File: config.mk
export PLATFORM = sky130hd
export DESIGN_NAME = sram_block_copier
export DESIGN_NICKNAME = d
export VERILOG_FILES = /design/src/rtl/sram_copy_pkg.sv /design/src/rtl/sram_block_copier.sv
export SDC_FILE = /design/constraint.sdc
export NUM_CORES = 1
export LEC_CHECK = 0
export ABC_AREA = 1
export CAP_MARGIN = 20
export CORE_ASPECT_RATIO = 0.5
export CORE_MARGIN = 4
export CORE_UTILIZATION = 45
export DETAILED_ROUTE_END_ITERATION = 6
export HOLD_SLACK_MARGIN = 0.03
export PLACE_DENSITY = 0.77
export SYNTH_ARGS = -nofsm -noshare
export SYNTH_HDL_FRONTEND = slang
export SYNTH_SLANG_ARGS = --single-unit
File: constraint.sdc
create_clock -name clk -period 2 [get_ports clk]
set_clock_uncertainty 0.15 [all_clocks]
set_input_delay 0.6 -clock clk [delete_from_list [all_inputs] [get_ports clk]]
set_output_delay 0.6 -clock clk [all_outputs]
set_load 0.005 [all_outputs]
File: src/rtl/sram_copy_pkg.sv
// Shared definitions for the SRAM block copier.
//   state_t   : transfer sequencer states
//   MODE_COPY : copy source SRAM run into destination SRAM
//   MODE_FILL : write a constant into a destination SRAM run
package sram_copy_pkg;

  typedef enum logic [1:0] {
    IDLE,
    RUN,
    DRAIN,
    DONE
  } state_t;

  localparam logic MODE_COPY = 1'b0;
  localparam logic MODE_FILL = 1'b1;

endpackage

File: src/rtl/sram_block_copier.sv
// Block-transfer engine driving a source SRAM read port and a destination
// SRAM write port. Copies a run of words (1-cycle read latency) or fills a
// run with a constant, one word per enabled clock.
// Ports:
//   clk, rst              clock, asynchronous active-high reset
//   cen                   clock enable; low freezes all state and outputs
//   start, mode           request (taken in IDLE only) and copy/fill select
//   src_base, dst_base    first source / destination address
//   len                   word count, 0..2**ADDR_WIDTH
//   fill_value            constant written in fill mode
//   busy, done            transfer in progress / one-cycle completion pulse
//   SRC_ADDR, SRC_Q       source read address and its data (1 cycle later)
//   DST_ADDR, DST_DATA    destination write address and data
//   DST_WE, DST_CEN       destination write strobe and port enable
module sram_block_copier #(
  parameter int DATA_WIDTH = 8,
  parameter int ADDR_WIDTH = 10
) (
  input  logic                  clk,
  input  logic                  rst,
  input  logic                  cen,
  input  logic                  start,
  input  logic                  mode,
  input  logic [ADDR_WIDTH-1:0] src_base,
  input  logic [ADDR_WIDTH-1:0] dst_base,
  input  logic [ADDR_WIDTH:0]   len,
  input  logic [DATA_WIDTH-1:0] fill_value,
  output logic                  busy,
  output logic                  done,
  output logic [ADDR_WIDTH-1:0] SRC_ADDR,
  input  logic [DATA_WIDTH-1:0] SRC_Q,
  output logic [ADDR_WIDTH-1:0] DST_ADDR,
  output logic [DATA_WIDTH-1:0] DST_DATA,
  output logic                  DST_WE,
  output logic                  DST_CEN
);

  import sram_copy_pkg::*;

  state_t                  state;
  logic                    mode_q;
  logic [DATA_WIDTH-1:0]   fill_q;
  logic [ADDR_WIDTH:0]     remain;   // reads still to issue
  logic [ADDR_WIDTH-1:0]   wr_ptr;   // next destination address to present

  always_ff @(posedge clk or posedge rst) begin
    if (rst) begin
      state    <= IDLE;
      mode_q   <= MODE_COPY;
      fill_q   <= '0;
      remain   <= '0;
      wr_ptr   <= '0;
      SRC_ADDR <= '0;
      DST_ADDR <= '0;
      DST_WE   <= 1'b0;
      busy     <= 1'b0;
      done     <= 1'b0;
    end else if (cen) begin
      unique case (state)
        IDLE: begin
          if (start) begin
            mode_q <= mode;
            fill_q <= fill_value;
            remain <= len;
            wr_ptr <= dst_base;
            if (len == '0) begin
              state <= DONE;
              done  <= 1'b1;
            end else begin
              SRC_ADDR <= src_base;
              state    <= RUN;
              busy     <= 1'b1;
            end
          end
        end
        // Each RUN cycle presents one read; the matching write goes out one
        // cycle later, when SRC_Q for that read is valid. The write pointer
        // therefore trails the read address by exactly one enabled cycle.
        RUN: begin
          SRC_ADDR <= SRC_ADDR + 1'b1;
          DST_ADDR <= wr_ptr;
          wr_ptr   <= wr_ptr + 1'b1;
          DST_WE   <= 1'b1;
          remain   <= remain - 1'b1;
          if (remain == (ADDR_WIDTH+1)'(1))
            state <= DRAIN;
        end
        // Final write is on the bus during DRAIN; close the transfer.
        DRAIN: begin
          DST_WE <= 1'b0;
          busy   <= 1'b0;
          done   <= 1'b1;
          state  <= DONE;
        end
        DONE: begin
          done  <= 1'b0;
          state <= IDLE;
        end
      endcase
    end
  end

  assign DST_DATA = (mode_q == MODE_FILL) ? fill_q : SRC_Q;
  assign DST_CEN  = cen;

endmodule

# Word-level counts from Yosys, hierarchy flattened
# Cells that the tools add are included.
# Widths: inputs -> output; s select.
# classes
addsub	3
n_eq_ne	8
mux	19
reduce_logical	14
# op_table
operator	n
$pmux 10 s2	2
$mux 10	3
$pmux 11 s2	1
$add 10x1->10 const B	2
$reduce_and 4->1	3
$eq 11x1->1 const B	1
$logic_not 11->1	1
$mux 11	1
$sub 11x1->11 const B	1
$reduce_and 3->1	3
$mux 8	1
$ne 2x2->1 const B	4
$pmux 2 s4	1
$mux 2	3
$reduce_bool 2->1	3
$eq 2x2->1 const B	2
$mux 1	4
$pmux 1 s2	2
$reduce_and 2->1	2
$pmux 1 s3	1
$reduce_bool 3->1	1
$eq 2x1->1 const B	1
$logic_not 2->1	1
# word_totals
register_bits	55
input_bits	52
out_inout_bits	32
wordCells	54

# Depth between registers and ports, before layout
# Gate-level depths: netlist (run 1).
# depth
ltp_word	4
ltp_mapped	9
depth_no_buf	9

# Least setup slack after synthesis (run 1)
# Ideal clock, no wire load.
# synth_path
path_type	reg-to-reg
startpoint	register state[0]
endpoint	register SRC_ADDR[4]
setup_ns	0.116
arrival_time_ns	1.503
required_time_ns	1.734
setup_slack_ns	0.230
path_stages_with_launch	10
path_buffers	1
period_less_slack_ns	1.770
path_cell_list	dfrtp_1 -> inv_1 -> ha_1 -> a21oi_2 -> o21ai_2 -> inv_2 -> nand2_2 -> buf_6 -> nand2_1 -> nand2_1
# synth_via
elab_chain_len	3
word_cells_on_any_way	7
classes_between	3 x eq/ne; 1 x mux; 3 x reduce/logical
# synth_lines
element	line	source
from (decl)	sram_block_copier.sv:40	state_t state;
from (signal assigned)	sram_block_copier.sv:48	state <= IDLE;
from (signal assigned)	sram_block_copier.sv:67	state <= DONE;
from (signal assigned)	sram_block_copier.sv:71	state <= RUN;
$logic_not 2->1 / $eq 2x1->1 (equally long branches)	sram_block_copier.sv:59	unique case (state)
$ne 2x2->1 (no source line) / $reduce_bool 2->1 (equally long branches)	--	
$reduce_and 4->1 (no source line)	--	
to (signal assigned)	sram_block_copier.sv:70	SRC_ADDR <= src_base;
to (signal assigned)	sram_block_copier.sv:80	SRC_ADDR <= SRC_ADDR + 1'b1;
to (decl)	sram_block_copier.sv:30	output logic [ADDR_WIDTH-1:0] SRC_ADDR,
# Parallel ways exist; a longest one is shown, timed or not.
# A chain may end at the register's enable or synchronous reset.

# Final worst setup path (run 1)
# layout_path
startpoint	register mode_q
endpoint	output port DST_DATA[3]
# layout_via
elab_chain_len	1
# layout_lines
element	line	source
from (decl)	sram_block_copier.sv:41	logic mode_q;
from (signal assigned)	sram_block_copier.sv:62	mode_q <= mode;
$mux 8	sram_block_copier.sv:103	assign DST_DATA = (mode_q == MODE_FILL) ? fill_q : SRC_Q;
to (decl)	sram_block_copier.sv:33	output logic [DATA_WIDTH-1:0] DST_DATA,
# No other way between the ends.

==> results.json, run 1 <==
{
  "outcome": "complete, but fails checks",
  "violations": "setup timing",
  "dp_hpwl_um": 6104,
  "p_leak_nw": 2.321,
  "first_global_vias": 3020,
  "most-common-layout-cells": "nand2_1 (164), clkdlybuf4s50_1 (65), dfrtp_1 (53)",
  "areaGrowthSynthToFinish_pct": 43.20,
  "critPathMaxStageDelay_ns": 0.45,
  "routed_wl_um": 8426,
  "synthArstFlopShare_pct": 100.0,
  "crit_type": "flop to output port",
  "cts_htree_levels": 2,
  "ys_ff_latch": 55,
  "synth_ff_type": "dfrtp_1",
  "post_drt_wl_per_cell_um": 12.69,
  "synth_edf_count": 0,
  "ios": 84,
  "place_ws_ns": -0.4537,
  "postRouteAntennaNets": 0,
  "post_drt_via_cell_ratio": 4.946,
  "period_minus_slack_ns": 2.040,
  "drv_slew": 0,
  "worstSkewPairLatency_ns": 0.29,
  "final_net_count": 633,
  "p_switching_mw": 2.606,
  "synth_top_cell_by_area": "dfrtp_1",
  "ys_types": 28,
  "n_antenna_cell": 0,
  "cts_tree": "yes",
  "drcViolationCount": 0,
  "first_pass_iters": 4,
  "grt-ovfl-total": 0,
  "start_util_pct": 47.60,
  "drv_cap": 0,
  "max_slew_margin_pct": 75.69,
  "cts_sinks": 55,
  "max_freq_ghz": 0.4901,
  "nFillCells": 582,
  "grt_start_max_net_pins": 41,
  "rr_startpoint": "state[1]$_DFFE_PP0P_",
  "cts_root_buf": "clkbuf_16",
  "layoutNonFillerInstCount": 664,
  "total_power_mw": 6.493,
  "grt_use_total_pct": 19.59,
  "pwr-share-clk_pct": 13.5,
  "setup_viol": 7,
  "ys_seq_area_share_pct": 42.16,
  "grt_pass1_wl_um": 13780,
  "drt_iter0_markers": 143,
  "required_ns": 1.25,
  "tightest_slew_ns": 0.3633,
  "synth_area_per_cell_um2": 7.143,
  "netlist_area_um2": 3264,
  "finalCritPeriodShare_pct": 102.0,
  "finish.utilization_pct": 68.16,
  "path_common_cell": "buf_6",
  "sw_frac_of_total_pct": 40.13,
  "startpoint": "mode_q$_DFFE_PP0P_",
  "p_comb_share_pct": 54.5,
  "die_x_um": 128.5,
  "hold_viol": 0,
  "cts.clk_slew.worst_paths_ns": 0.07,
  "holdCritPathClass": "flop to flop",
  "fp-row-count": 21,
  "final_common_cell": "nand2_1",
  "gp_congestion": 0.8364,
  "peakVddDrop_mv": 0.6111,
  "synth-warning-count": 0,
  "path_max_fanout": 4,
  "yosysTopAreaCellShare_pct": 42.16,
  "clockBufferDepth": 2,
  "fin_ws_ns": -0.04025,
  "coreArea_um2": 6858,
  "rr_worst_depth": 8,
  "vias": 3284,
  "die_h_um": 68.23,
  "die-area_um2": 8764,
  "end_kind": "output port",
  "dp.cells": 646,
  "timing.rr.end": "wr_ptr[4]$_DFFE_PP0P_",
  "io_buffers": 83,
  "synth_area_leaders": "dfrtp_1 (42%), nand2_1 (19%), inv_1 (5.3%)",
  "cellPowerDensity_nw_per_um2": 1389,
  "critPathArrivalTime_ns": 1.29,
  "cts_buffers": 5,
  "seqPwrFrac_pct": 32.0,
  "syn_inst": 457,
  "reg2reg_slack_ns": 0.14,
  "antenna_found_initial": 0,
  "startpoint_type": "flop",
  "drive_gt1_share_pct": 14.86,
  "worstPathCellList": "buf_6 > mux2_4 > buf_6",
  "synth_fp_nets": 518,
  "slowest_stage": "dfrtp_2",
  "crit_end": "DST_DATA[3]",
  "rsz0062_at_grt": "yes",
  "p_int_mw": 3.888
}
[what timing repair did]
action | in CTS | in global routing
hold buffers | 0 | 0
setup endpoints to repair | 16 | 33
gates resized for setup | 58 | 7
gates cloned | 0 | 0
setup buffers | 5 | 6
[state kept, by name (all words and copies together) (netlist names)]
| register | cells |
|---|---|
| DST_WE | 1 |
| state | 2 |
| done | 1 |
| busy | 1 |
| fill_q | 8 |
| DST_ADDR | 10 |
| wr_ptr | 10 |
| mode_q | 1 |
| SRC_ADDR | 10 |
| remain | 11 |
[worst max-delay path: cells and delay by family (launching register included)]
kind / cells / cell delay [ns]
DFF: 1 / 0.45
buffers and inverters: 2 / 0.26
muxes: 1 / 0.29
[power groups by stage]
stage               combinational (mW)  sequential, mW  clock (mW)
floorplan                         1.97            2.04           0
global placement                  3.13            2.11           0
detailed placement                3.24            2.12           0
CTS                               3.39            2.09       0.904
global route                      3.98            2.14       0.944
finish                            3.54            2.07       0.878
[metal layers]
metal / global-route usage [%] / wire, µm
met3: 4.287 / 507
met2: 33.87 / 3853
met5: 0 / 0
met4: 3.042 / 40
met1: 26.09 / 4024
[cell families (layout without fill, tap and decap cells)]
kind of cell / Yosys count / in the layout / synth area share, %
xor+xnor: 1 / 1 / 0.2684
simple gates: 249 / 249 / 30.93
compound gates: 66 / 66 / 11.12
flops: 55 / 55 / 42.16
mux: 11 / 11 / 3.756
buf+inv: 66 / 181 / 8.318
fa+ha+maj: 9 / 9 / 3.450
[synthesized netlist by cell type, drive strengths merged, types with 2 or more instances]
| master | number |
|---|---|
| a21oi | 19 |
| a31oi | 2 |
| buf | 7 |
| clkbuf | 8 |
| dfrtp | 55 |
| ha | 9 |
| inv | 51 |
| mux2 | 10 |
| nand2 | 165 |
| nand3 | 32 |
| nand4 | 3 |
| nor2 | 40 |
| nor3 | 7 |
| o211ai | 2 |
| o21ai | 37 |
| o21bai | 2 |
| o22ai | 4 |
| or2 | 2 |
[per-stage QoR]
step           area, µm²  setup TNS, ns  hold slack, ns
2_1_floorplan       3268              0          0.2864
3_3_place_gp        4402         -10.38          0.3040
3_5_place_dp        4402         -12.11          0.3043
4_1_cts             4596        -0.1517          0.3277
5_1_grt             4674        -0.4005          0.3642
6_report            4674        -0.2338          0.3241
[how the worst min path moves through the flow]
stage	cells past startpoint	from	to	slack, ns
after floorplan	2	fill_q[0]$_DFFE_PP0P_	fill_q[0]$_DFFE_PP0P_	0.29
after CTS	2	fill_q[5]$_DFFE_PP0P_	fill_q[5]$_DFFE_PP0P_	0.33
after detailed placement	2	fill_q[5]$_DFFE_PP0P_	fill_q[5]$_DFFE_PP0P_	0.30
after global placement	2	fill_q[5]$_DFFE_PP0P_	fill_q[5]$_DFFE_PP0P_	0.30
after global routing	2	busy$_DFFE_PP0P_	busy$_DFFE_PP0P_	0.36
final	2	fill_q[5]$_DFFE_PP0P_	fill_q[5]$_DFFE_PP0P_	0.32
[final cells by class]
class | instances | area, µm² | area share [%]
clock buffers | 6 | 138.9 | 2.971
clock inverters | 1 | 5.005 | 0.1071
inverters | 51 | 195.2 | 4.176
multi-input cells | 336 | 1647 | 35.22
flip-flops and latches | 55 | 1379 | 29.50
well taps | 92 | 115.1 | 2.463
repair buffers | 123 | 1195 | 25.56
Note: power is estimated with default switching activity, not from simulation.
==> inputs of run 2 (changes only) <==
--- a/config.mk
+++ b/config.mk
@@ -6,7 +6,6 @@
 export NUM_CORES = 1
 export LEC_CHECK = 0
 export ABC_AREA = 1
-export CAP_MARGIN = 20
 export CORE_ASPECT_RATIO = 0.5
 export CORE_MARGIN = 4
 export CORE_UTILIZATION = 45
==> results of run 2 <==
Same layout as run 1: the final DEF is identical, and so are final timing and power.
==> inputs of run 3 (changes only) <==
--- a/config.mk
+++ b/config.mk
@@ -9,6 +9,7 @@
 export CORE_ASPECT_RATIO = 0.5
 export CORE_MARGIN = 4
 export CORE_UTILIZATION = 45
+export CTS_CLUSTER_DIAMETER = 40
 export DETAILED_ROUTE_END_ITERATION = 6
 export HOLD_SLACK_MARGIN = 0.03
 export PLACE_DENSITY = 0.77
==> constraint.sdc (replaced) <==
create_clock -name clk -period 1.7 [get_ports clk]
set_clock_uncertainty 0.15 [all_clocks]
set_input_delay 0.51 -clock clk [delete_from_list [all_inputs] [get_ports clk]]
set_output_delay 0.51 -clock clk [all_outputs]
set_load 0.005 [all_outputs]
==> run 3 against run 2 <==
The run still ends with setup timing left; critical path depth unchanged; total power increased by 45%; via count increased by 13%; largest cell class unchanged; combinational power increased by 68%; register-to-register slack got worse by 0.33 ns; cell count increased by 5.9%; routed wire length increased by 27%; critical path type unchanged; critical endpoint unchanged; first-iteration DRC count increased by 95%; final area increased by 16%; sequential share of layout area decreased by 4.0 points; clock power increased by 18%; global-route usage increased by 1.4 points.
==> results.json, run 3 (same netlist as run 1, synthesis figures left out) <==
{
  "grt-ovfl-total": 0,
  "post_drt_wl_per_cell_um": 15.24,
  "clockBufferDepth": 2,
  "regMostFlops": "remain",
  "first_pass_iters": 6,
  "drcViolationCount": 0,
  "grt_use_total_pct": 20.95,
  "path_max_fanout": 4,
  "max_freq_ghz": 0.5141,
  "grt_pass1_wl_um": 14520,
  "coreArea_um2": 6858,
  "cellPowerDensity_nw_per_um2": 1736,
  "die_x_um": 128.5,
  "dpl_cell_area_um2": 4502,
  "cts.clk_slew.worst_paths_ns": 0.07,
  "drv_slew": 0,
  "drt_iter0_markers": 279,
  "final_net_count": 671,
  "first_global_vias": 3196,
  "vias": 3697,
  "finalCritPeriodShare_pct": 114.4,
  "dp.cells": 658,
  "holdCritPathClass": "flop to flop",
  "tightest_slew_ns": 0.5465,
  "violations": "setup timing",
  "ios": 84,
  "drv_cap": 0,
  "dp_hpwl_um": 6176,
  "post_drt_via_cell_ratio": 5.259,
  "fp-row-count": 21,
  "final_common_cell": "nand2_1",
  "peakVddDrop_mv": 0.7458,
  "cts_sinks": 55,
  "period_minus_slack_ns": 1.945,
  "outcome": "complete, but fails checks",
  "routed_wl_um": 10720,
  "setup_viol": 52,
  "layoutNonFillerInstCount": 703,
  "die-area_um2": 8764,
  "crit_type": "flop to output port",
  "start_util_pct": 47.60,
  "cts_root_buf": "clkbuf_16",
  "critPathArrivalTime_ns": 1.29,
  "stdcell_area_um2": 5405,
  "worstSkewPairLatency_ns": 0.30,
  "largest_reg_flops": 11,
  "postRouteAntennaNets": 0,
  "cts_tree": "yes",
  "areaGrowthSynthToFinish_pct": 65.58,
  "fin_ws_ns": -0.2452,
  "p_leak_nw": 2.706,
  "hold_ws_ns": 0.3305,
  "gp_congestion": 0.8215,
  "rsz0062_at_grt": "yes",
  "cts-hold-fix-buffers": 0,
  "required_ns": 1.04,
  "startpoint_type": "flop",
  "end_kind": "output port",
  "cts_htree_levels": 2,
  "die_h_um": 68.23,
  "hold_viol": 0,
  "total_power_mw": 9.385,
  "antenna_found_initial": 1,
  "cts_buffers": 5,
  "io_buffers": 83,
  "max_slew_margin_pct": 63.43,
  "drive_gt1_share_pct": 28.69,
  "most-common-layout-cells": "nand2_1 (141), dfrtp_1 (54), buf_4 (45)",
  "grt_start_max_net_pins": 56
}
run 3: worst max-delay path, stage by stage (launching register included):
cell	delay, ns
dfrtp_2	0.43
buf_6	0.14
mux2_4	0.30
buf_6	0.12
run 3: final timing paths:
check,start,to,slack (ns),cells past startpoint
min reg2reg,DST_ADDR[5]$_DFFE_PP0P_,DST_ADDR[5]$_DFFE_PP0P_,0.33,2
max,mode_q$_DFFE_PP0P_,DST_DATA[3],-0.25,3
max in group asynchronous,rst,remain[2]$_DFFE_PP0P_,0.65,3
min,DST_ADDR[5]$_DFFE_PP0P_,DST_ADDR[5]$_DFFE_PP0P_,0.33,2
min in group asynchronous,rst,DST_ADDR[9]$_DFFE_PP0P_,0.49,3
max reg2reg,state[0]$_DFFE_PP0P_,fill_q[7]$_DFFE_PP0P_,-0.19,9
run 3: where the power goes:
part | leakage (nW) | switching, mW | internal [mW]
Combinational | 1.97 | 2.93 | 3.00
Clock | 0.0727 | 0.464 | 0.577
Sequential | 0.663 | 0.470 | 1.94
Total | 2.71 | 3.86 | 5.52
run 3: cell type report:
type,instances,area (µm²)
diodes,1,2.502
clock buffers,6,138.9
clock inverters,1,5.005
fillers,455,1453
inverters,51,211.5
multi-input cells,336,1907
flip-flops and latches,55,1378
well taps,92,115.1
repair buffers,160,1640
repair inverters,1,7.507
run 3: per-stage QoR:
step | setup slack, ns | setup TNS [ns] | util (%)
floorplan | -0.01935 | -0.1671 | -
global placement | -0.5559 | -20.58 | 65.65
detailed placement | -0.5955 | -22.87 | 65.65
CTS | -0.2372 | -1.844 | 70.02
global route | -0.2766 | -9.279 | 78.82
finish | -0.2452 | -6.330 | 78.82
run 3: repair_timing:
| item | 4_1_cts | 5_1_grt |
|---|---|---|
| setup endpoints to repair | 65 | 49 |
| cloned | 1 | 8 |
| setup buffers | 12 | 17 |
| gates resized for setup | 101 | 113 |
| pin swaps | 9 | 38 |
run 3: metal layers:
| metal | vias up | GRT usage, % | part of all wire [%] |
|---|---|---|---|
| li1 | 1775 | - | - |
| met1 | 1715 | 27.22 | 42 |
| met2 | 177 | 36.40 | 48 |
| met3 | 30 | 4.521 | 7.9 |
| met4 | 0 | 4.894 | 2.6 |
| met5 | - | 0 | 0 |
